===== src/rtl/zeroheti_pkg.sv =====
// zeroHETI shared definitions: subordinate indices and data-side address map.
// Rules are derived from the region map so base/size edits stay in one place.
package zeroheti_pkg;

  localparam int unsigned NumSbr = 8;

  typedef enum logic [2:0] {
    SbrDbg,
    SbrImem,
    SbrDmem,
    SbrHetic,
    SbrUart,
    SbrI2c,
    SbrMtimer,
    SbrExt
  } sbr_idx_e;

  typedef struct packed {
    logic [31:0] base;
    logic [31:0] size;
  } addr_region_t;

  typedef addr_region_t [NumSbr-1:0] addr_map_t;

  typedef struct packed {
    logic [31:0] base;
    logic [31:0] last;
  } addr_rule_t;

  typedef addr_rule_t [NumSbr-1:0] addr_rules_t;

  localparam logic [31:0] ImemSize = 32'h0000_8000;
  localparam logic [31:0] DmemSize = 32'h0000_8000;

  function automatic addr_map_t default_addr_map();
    addr_map_t m;
    m[SbrDbg]    = '{base: 32'h0000_0000, size: 32'h0000_1000};
    m[SbrImem]   = '{base: 32'h0001_0000, size: ImemSize};
    m[SbrDmem]   = '{base: 32'h0002_0000, size: DmemSize};
    m[SbrHetic]  = '{base: 32'h0000_1000, size: 32'h0000_1000};
    m[SbrUart]   = '{base: 32'h0000_2000, size: 32'h0000_0100};
    m[SbrI2c]    = '{base: 32'h0000_2200, size: 32'h0000_0100};
    m[SbrMtimer] = '{base: 32'h0000_2100, size: 32'h0000_0100};
    m[SbrExt]    = '{base: 32'h8000_0000, size: 32'h8000_0000};
    return m;
  endfunction

  // A region ending exactly at 2^32 maps to last = FFFF_FFFF (inclusive)
  function automatic addr_rules_t addr_map_to_rules(addr_map_t m);
    addr_rules_t r;
    logic [32:0] end_addr;
    for (int i = 0; i < NumSbr; i++) begin
      end_addr = {1'b0, m[i].base} + {1'b0, m[i].size};
      r[i].base = m[i].base;
      r[i].last = end_addr[32] ? 32'hFFFF_FFFF : end_addr[31:0];
    end
    return r;
  endfunction

  localparam addr_map_t   AddrMap  = default_addr_map();
  localparam addr_rules_t SbrRules = addr_map_to_rules(AddrMap);

endpackage


===== src/rtl/zeroheti_addr_decode.sv =====
// Combinational address decoder: lowest matching rule index wins.
// Shared by the data-side demux and the instruction-side path.
module zeroheti_addr_decode
  import zeroheti_pkg::*;
#(
  parameter int unsigned NumRules = NumSbr,
  parameter addr_rule_t [NumRules-1:0] Rules = SbrRules,
  localparam int unsigned IdxW = (NumRules > 1) ? $clog2(NumRules) : 1
) (
  input  logic [31:0]     i_addr,
  output logic [IdxW-1:0] o_idx,
  output logic            o_hit
);

  always_comb begin
    o_idx = '0;
    o_hit = 1'b0;
    // Walk high to low so the lowest overlapping index is the last written
    for (int i = NumRules - 1; i >= 0; i--) begin
      if ((i_addr >= Rules[i].base) &&
          ((i_addr < Rules[i].last) ||
           (Rules[i].last == 32'hFFFF_FFFF))) begin
        o_idx = IdxW'(i);
        o_hit = 1'b1;
      end
    end
  end

endmodule


===== src/rtl/zeroheti_obi_demux.sv =====
// Data-side OBI demux: single-target in-order tracking, local error target.
// Optional error log ports under `ZEROHETI_DEMUX_ERRLOG_EN.
module zeroheti_obi_demux #(
  parameter int unsigned NumSbr   = zeroheti_pkg::NumSbr,
  parameter int unsigned MaxTrans = 2,
  parameter zeroheti_pkg::addr_rule_t [NumSbr-1:0] Rules =
    zeroheti_pkg::SbrRules
) (
  input  logic                   clk_i,
  input  logic                   rst_i,
  input  logic                   req_i,
  output logic                   gnt_o,
  input  logic [31:0]            addr_i,
  input  logic                   we_i,
  input  logic [3:0]             be_i,
  input  logic [31:0]            wdata_i,
  output logic                   rvalid_o,
  output logic [31:0]            rdata_o,
  output logic                   err_o,
`ifdef ZEROHETI_DEMUX_ERRLOG_EN
  output logic [31:0]            err_addr_o,
  output logic [7:0]             err_cnt_o,
`endif
  output logic [NumSbr-1:0]      sbr_req_o,
  input  logic [NumSbr-1:0]      sbr_gnt_i,
  output logic [31:0]            sbr_addr_o,
  output logic                   sbr_we_o,
  output logic [3:0]             sbr_be_o,
  output logic [31:0]            sbr_wdata_o,
  input  logic [NumSbr-1:0]      sbr_rvalid_i,
  input  logic [NumSbr-1:0][31:0] sbr_rdata_i,
  input  logic [NumSbr-1:0]      sbr_err_i
);

  localparam int unsigned IdxW = (NumSbr > 1) ? $clog2(NumSbr) : 1;
  localparam int unsigned TgtW = $clog2(NumSbr + 1);
  localparam int unsigned CntW = $clog2(MaxTrans + 1);
  localparam logic [TgtW-1:0] TgtErr = TgtW'(NumSbr);
  localparam logic [CntW-1:0] CntMax = CntW'(MaxTrans);

  logic [IdxW-1:0]   w_idx;
  logic              w_hit;
  logic [TgtW-1:0]   w_dec_tgt;
  logic [TgtW-1:0]   r_tgt;
  logic [CntW-1:0]   r_cnt;
  logic              w_busy;
  logic              w_allow;
  logic              w_tgt_err;
  logic [IdxW-1:0]   w_tgt_idx;
  logic [NumSbr-1:0] w_rv_mask;

  zeroheti_addr_decode #(
    .NumRules (NumSbr),
    .Rules    (Rules)
  ) i_dec (
    .i_addr (addr_i),
    .o_idx  (w_idx),
    .o_hit  (w_hit)
  );

  assign w_dec_tgt = w_hit ? TgtW'(w_idx) : TgtErr;
  assign w_busy    = r_cnt != '0;
  assign w_tgt_err = r_tgt == TgtErr;
  assign w_tgt_idx = r_tgt[IdxW-1:0];

  // Only one target may be in flight, so responses can never reorder
  assign w_allow = req_i & ~rst_i &
                   (~w_busy | ((r_cnt < CntMax) & (w_dec_tgt == r_tgt)));

  assign gnt_o = w_allow & (w_hit ? sbr_gnt_i[w_idx] : 1'b1);

  always_comb begin
    sbr_req_o = '0;
    if (w_allow & w_hit) sbr_req_o[w_idx] = 1'b1;
  end

  assign sbr_addr_o  = addr_i;
  assign sbr_we_o    = we_i;
  assign sbr_be_o    = be_i;
  assign sbr_wdata_o = wdata_i;

  always_comb begin
    rvalid_o = 1'b0;
    rdata_o  = '0;
    err_o    = 1'b0;
    if (w_busy) begin
      if (w_tgt_err) begin
        rvalid_o = 1'b1;
        err_o    = 1'b1;
      end else begin
        rvalid_o = sbr_rvalid_i[w_tgt_idx];
        rdata_o  = sbr_rdata_i[w_tgt_idx];
        err_o    = sbr_err_i[w_tgt_idx];
      end
    end
  end

  always_ff @(posedge clk_i) begin
    if (rst_i) begin
      r_cnt <= '0;
      r_tgt <= TgtErr;
    end else begin
      if (gnt_o) r_tgt <= w_dec_tgt;
      if (gnt_o & ~rvalid_o)
        r_cnt <= r_cnt + CntW'(1);
      else if (~gnt_o & rvalid_o)
        r_cnt <= r_cnt - CntW'(1);
    end
  end

`ifdef ZEROHETI_DEMUX_ERRLOG_EN
  logic [31:0] r_err_addr;
  logic [7:0]  r_err_cnt;

  always_ff @(posedge clk_i) begin
    if (rst_i) begin
      r_err_addr <= '0;
      r_err_cnt  <= '0;
    end else if (gnt_o & ~w_hit) begin
      r_err_addr <= addr_i;
      if (r_err_cnt != 8'hFF) r_err_cnt <= r_err_cnt + 8'd1;
    end
  end

  assign err_addr_o = r_err_addr;
  assign err_cnt_o  = r_err_cnt;
`endif

  always_comb begin
    w_rv_mask = '0;
    if (w_busy & ~w_tgt_err) w_rv_mask[w_tgt_idx] = 1'b1;
  end

  a_stray_rvalid : assert property (
    @(posedge clk_i) disable iff (rst_i)
    (sbr_rvalid_i & ~w_rv_mask) == '0
  );

endmodule


===== config.mk =====
export PLATFORM = sky130hd
export DESIGN_NAME = zeroheti_obi_demux
export DESIGN_NICKNAME = d
export VERILOG_FILES = /design/src/rtl/zeroheti_pkg.sv /design/src/rtl/zeroheti_addr_decode.sv /design/src/rtl/zeroheti_obi_demux.sv
export SDC_FILE = /design/constraint.sdc
export NUM_CORES = 1
export LEC_CHECK = 0
export CAP_MARGIN = 20
export CORE_AREA = 3 3 178 180
export CTS_BUF_LIST = sky130_fd_sc_hd__clkbuf_8
export DETAILED_ROUTE_END_ITERATION = 10
export DIE_AREA = 0 0 181 183
export PLACE_DENSITY = 0.47
export REMOVE_ABC_BUFFERS = 1
export SLEW_MARGIN = 0
export SYNTH_ARGS = -nofsm -noshare
export SYNTH_HDL_FRONTEND = slang
export SYNTH_SLANG_ARGS = --single-unit

===== constraint.sdc =====
create_clock -name clk_i -period 5.7 [get_ports clk_i]
set_input_delay 1.14 -clock clk_i [delete_from_list [all_inputs] [get_ports clk_i]]
set_output_delay 1.14 -clock clk_i [all_outputs]
set_load 0.01 [all_outputs]

### After elaboration in Yosys (flattened, before gate mapping)

Cells that the tools add are included.

* muxes and demuxes: 37
* add/subtract/negate cells: 2
* $lt $le $gt $ge: 19
* bitwise logic cells: 12
* reductions and logical operators: 10
* equality and inequality tests: 2

Operators with widths (number)
* < comparator 32 x 14 -> 1 bit (second input constant): 4
* binary-select mux 32 bit (select 3 bit): 1
* >= comparator 32 x 14 -> 1 bit (second input constant): 3
* two-way mux 32 bit: 3
* >= comparator 32 x 1 -> 1 bit (second input constant): 1
* >= comparator 32 x 13 -> 1 bit (second input constant): 1
* >= comparator 32 x 17 -> 1 bit (second input constant): 1
* >= comparator 32 x 18 -> 1 bit (second input constant): 1
* >= comparator 32 bit (second input constant): 1
* < comparator 32 x 13 -> 1 bit (second input constant): 1
* < comparator 32 x 17 -> 1 bit (second input constant): 1
* < comparator 32 x 18 -> 1 bit (second input constant): 1
* two-way mux 3 bit: 8
* two-way mux 1 bit: 17
* binary-select mux 1 bit (select 3 bit): 3
* logical AND 1 bit: 8
* < comparator 3 x 4 -> 1 bit (second input constant): 2
* two-way mux 8 bit: 1
* bitwise AND 1 bit: 7
* == test 4 bit: 1
* == test 4 bit (second input constant): 1
* two-way mux 2 bit: 2
* two-way mux 4 bit: 1
* NOT 1 bit: 4
* 7 further kinds: 8

* output and inout port bits: 112
* register bits after elaboration: 6

### Longest topological paths before layout

Gate-level depths: netlist of the first run.

* word-level depth: 19
* depth in mapped cells: 11

### Modules after synthesis

Synthesis of the first run repeated with hierarchy kept, for this count alone.

* cell total of the unflattened synthesis: 325
* area, all modules: 3372.0 um^2

Modules (own cells, without submodules)
* zeroheti_obi_demux: instances 1, cells an instance 300, area an instance 3200.6 um^2, sequential area each 120.1 um^2
* zeroheti_addr_decode: instances 1, cells an instance 25, area an instance 171.4 um^2, sequential area each 0.0 um^2

### Worst setup path after synthesis of the first run

No wires, ideal clock.

* path type: input to output
* start: input addr_i[21]
* end: output sbr_req_o[5]
* stages: 8
* path buffers: 0
* data required time: 4560 ps
* setup slack: 1301 ps
* arrival time: 3259 ps
* cell sequence: nor4_2 -> nand4_1 -> o21ai_2 -> a311oi_1 -> o41ai_4 -> o2111ai_4 -> nor2_4 -> nor4b_1

* longest elaborated chain between the ends: 16
* elaborated cells on any way between the ends: 50

RTL lines
* start, declared: RTL line zeroheti_obi_demux.sv:13 `input logic [31:0] addr_i,`
* >= comparator 32 bit, or another cell as far along: RTL line zeroheti_addr_decode.sv:20 `if ((i_addr >= Rules[i].base) &&`
* two-way mux 3 bit, or another cell as far along: RTL line zeroheti_addr_decode.sv:20
* two-way mux 3 bit / two-way mux 1 bit (equally long branches) (7 in series): RTL line zeroheti_addr_decode.sv:20
* two-way mux 4 bit: RTL line zeroheti_obi_demux.sv:61 `assign w_dec_tgt = w_hit ? TgtW'(w_idx) : TgtErr;`
* == test 4 bit: RTL line zeroheti_obi_demux.sv:68 `(~w_busy | ((r_cnt < CntMax) & (w_dec_tgt == r_tgt)));`
* bitwise AND 1 bit: RTL line zeroheti_obi_demux.sv:68
* OR 1 bit: RTL line zeroheti_obi_demux.sv:68
* bitwise AND 1 bit: RTL line zeroheti_obi_demux.sv:67 `assign w_allow = req_i & ~rst_i &`
* bitwise AND 1 bit: RTL line zeroheti_obi_demux.sv:74 `if (w_allow & w_hit) sbr_req_o[w_idx] = 1'b1;`
* two-way mux 8 bit (*): RTL line zeroheti_obi_demux.sv:74
* end, declared: RTL line zeroheti_obi_demux.sv:24 `output logic [NumSbr-1:0] sbr_req_o,`

Mark *: on every way between the ends. The rest lies on a longest branch, timed or not.

### Final worst setup path of the first run

Same ends and word-level chain as after synthesis.

==> qor.yml, run 1 <==
yosys:
  synthCells: 333
  synth-edff-count: 0
  ys_seq_area_frac: 0.0347
  synth_fa_ha_area_frac: 0.00362
  yosys.cell_types.count: 52
  synth_flop_cell: "dfxtp_1"
  synth_top_family_by_area: "multiplexers"
  synth_mux_area_frac: 0.541
  syn_area_mm2: 0.00346
  synthTopCellsByCount: "buf_4 (69), mux4_2 (68), nor2_1 (44), mux2i_1 (34), clkbuf_1 (12)"
  async_reset_ff_frac: 0
  yosys_warnings: 0
  ys_ff_latch: 6
  synth_top_area_frac: 0.443
  synth.most_common_cell: "buf_4"
  synth_area_leaders: "mux4_2 (44%), buf_4 (15%), mux2i_1 (9.8%)"
  synth-simple-area-share: 0.148
  synth_top_area_cell: "mux4_2"
  syn_area_per_cell_um2: 10.4
  synth-xor-area-share: 0.00760
  synth_compound_area_frac: 0.0803
floorplan:
  io_pins: 464
  initial_core_util: 0.114
  die_x_um: 181
  die_h_um: 183
  core-area_mm2: 0.0303
  rows: 64
  die-area_mm2: 0.0331
routing:
  first_iter_violations: 127
  vias: 4034
  post_drt_wl_per_cell_um: 20.0
  antenna_left: 0
  viasPerCell: 3.93
  drcViolationCount: 0
  drt-total-wl_um: 20500
  dr.pass1.iters: 4
timing:
  finalCritPeriodShare: 0.953
  drv_slew: 0
  fmax_mhz: 184
  worst_pin_slew_ns: 0.777
  maxSlewHeadroom: 0.482
  final-setup-viol-count: 0
  whs_ns: 0.571
  rsz0062_at_grt: "no"
  final_hold_viol_count: 0
  fin_tns_setup_ns: 0
  period_minus_slack_ns: 5.43
  fin_skew_ns: 0.00461
global_route:
  grt_pass1_vias: 4489
  grt_use_total: 0.114
  antenna_found_initial: 1
  met2_usage: 0.192
  grt.overflow.total: 0
  busiest_layer: "met2"
  gr-usage-met3: 0.0526
  grt_pass1_wl_um: 28800
  grt_start_max_net_pins: 48
  grtUsageMet1: 0.137
critical_path:
  crit_required_ns: 4.56
  worstSetupPathType: "input pin to output port"
  critPathLaunchType: "input pin"
  critPathCaptureType: "output port"
  arrival_ns: 4.29
  crit_fanout: 6
layout:
  fillers: 3217
  area_delta_synth_final_pct: 110
  drive_gt1_frac: 0.166
  final_nets: 985
  antennaDiodeCount: 0
status:
  status: "finished, final reports clean"
pwr:
  leakagePower_uw: 0.00231
  ir_worst_vdd_v: 0.0000789
  powerDensity_mw_per_mm2: 141
  power.total_uw: 1020
clock_tree:
  clk_latency_ns: 0.22
  clk_pin_slew_ns: 0.03
  cts_buffers: 3
  cts_resized: 0
  cts_tree: "built"
  clock_sink_count: 6
  clockBufferDepth: 2
  cts_root_buffer: "clkbuf_8"
  htree_levels: 1
placement:
  gp_congestion: 0.767
  io_buffer_count: 373
  hpwl_um: 17600
flow_run:
  cap_violations: 0
hold_path:
  min_path_type: "flip-flop to flip-flop"
-- worst paths after layout --
path	start	endpoint	slack (ns)	cells after the start
worst max-delay path	addr_i[21]	sbr_req_o[5]	0.27	10
worst min-delay path	r_cnt[1]	r_cnt[1]	0.57	2
worst max register to register	r_tgt[2]	r_cnt[1]	2.74	10
worst min register to register	r_cnt[1]	r_cnt[1]	0.57	2
-- what timing repair did --
action,4_1_cts,5_1_grt
buffers inserted,0,2
setup endpoints to repair,0,5
hold buffers,0,0
-- critical path, stage by stage --
cell and delay (ns):
clkdlybuf4s50_1 0.43, nor4_2 0.41, nand4_1 0.30, o32ai_1 0.43, nor2_1 0.13, xor2_1 0.24, o2111ai_4 0.15, nor2_4 0.17
nor4b_1 0.26, clkdlybuf4s50_1 0.62
-- cells in the final DEF, fill, tap and decap left out, types with 3 or more instances in the layout --
master / netlist / routed
mux4_2: 68 / 68
nand3_1: 4 / 4
buf_4: 69 / 14
inv_1: 6 / 7
clkbuf_8: 0 / 3
o21ai_0: 6 / 6
nor4b_1: 3 / 3
nor2_1: 44 / 44
xor2_1: 3 / 3
o221a_2: 3 / 3
mux2i_1: 34 / 34
and4_1: 3 / 3
nand2_1: 7 / 7
nor2b_1: 5 / 5
dfxtp_1: 6 / 3
clkdlybuf4s50_1: 0 / 373
nand4_1: 3 / 3
nor3_1: 4 / 4
-- logic make-up (layout without fill, tap and decap cells) --
kind of cell	after synthesis	count (layout)
buffers and inverters	100	398
adder cells (fa/ha/maj)	1	1
AO/OA/AOI/OAI	31	31
flip-flops	6	6
XOR/XNOR	3	3
multiplexers	102	102
AND/OR/NAND/NOR	90	90
-- stage by stage --
step	setup slack (ns)	utilization	area, µm²	cells
2_1_floorplan	0.518	-	2840	239
4_1_cts	0.224	0.239	7250	1025
5_1_grt	0.0450	0.239	7260	1027
3_3_place_gp	0.245	0.237	7200	1021
6_report	0.266	0.239	7260	1027
3_5_place_dp	0.243	0.237	7200	1021
-- report_power, final --
part	switching, µW	total (µW)	internal (µW)
logic	323	861	538
registers	44.8	97.6	52.8
clock network	17.3	63.5	46.2
-- cell type report --
cell class                      instances  area (µm²)  area share
Clock inverter                          1        3.75    0.000517
Timing Repair Buffer                  388        3860       0.531
Clock buffer                            3        41.3     0.00569
Sequential cell                         6         129      0.0177
Multi-Input combinational cell        227        2710       0.373
Inverter                                6        22.5     0.00310
Tap cell                              396         495      0.0682
-- state kept, by name, summed over array words and instances, names as in the netlist --
register and flops:
r_cnt 2, r_tgt 4
-- per-layer routing --
metal | vias up | wire length (µm) | part of all wire
met5 | - | 13 | 0.00063
met4 | 2 | 175 | 0.0085
met3 | 8 | 2430 | 0.12
met2 | 260 | 9950 | 0.49
met1 | 1912 | 7940 | 0.39
li1 | 1852 | - | -
No activity file was read; power rests on OpenSTA's default activity.
==> inputs of run 2 (changes only) <==
- CAP_MARGIN: 20 -> 15
==> results of run 2 <==
No change in the layout: final DEF, timing and power equal those of run 1.
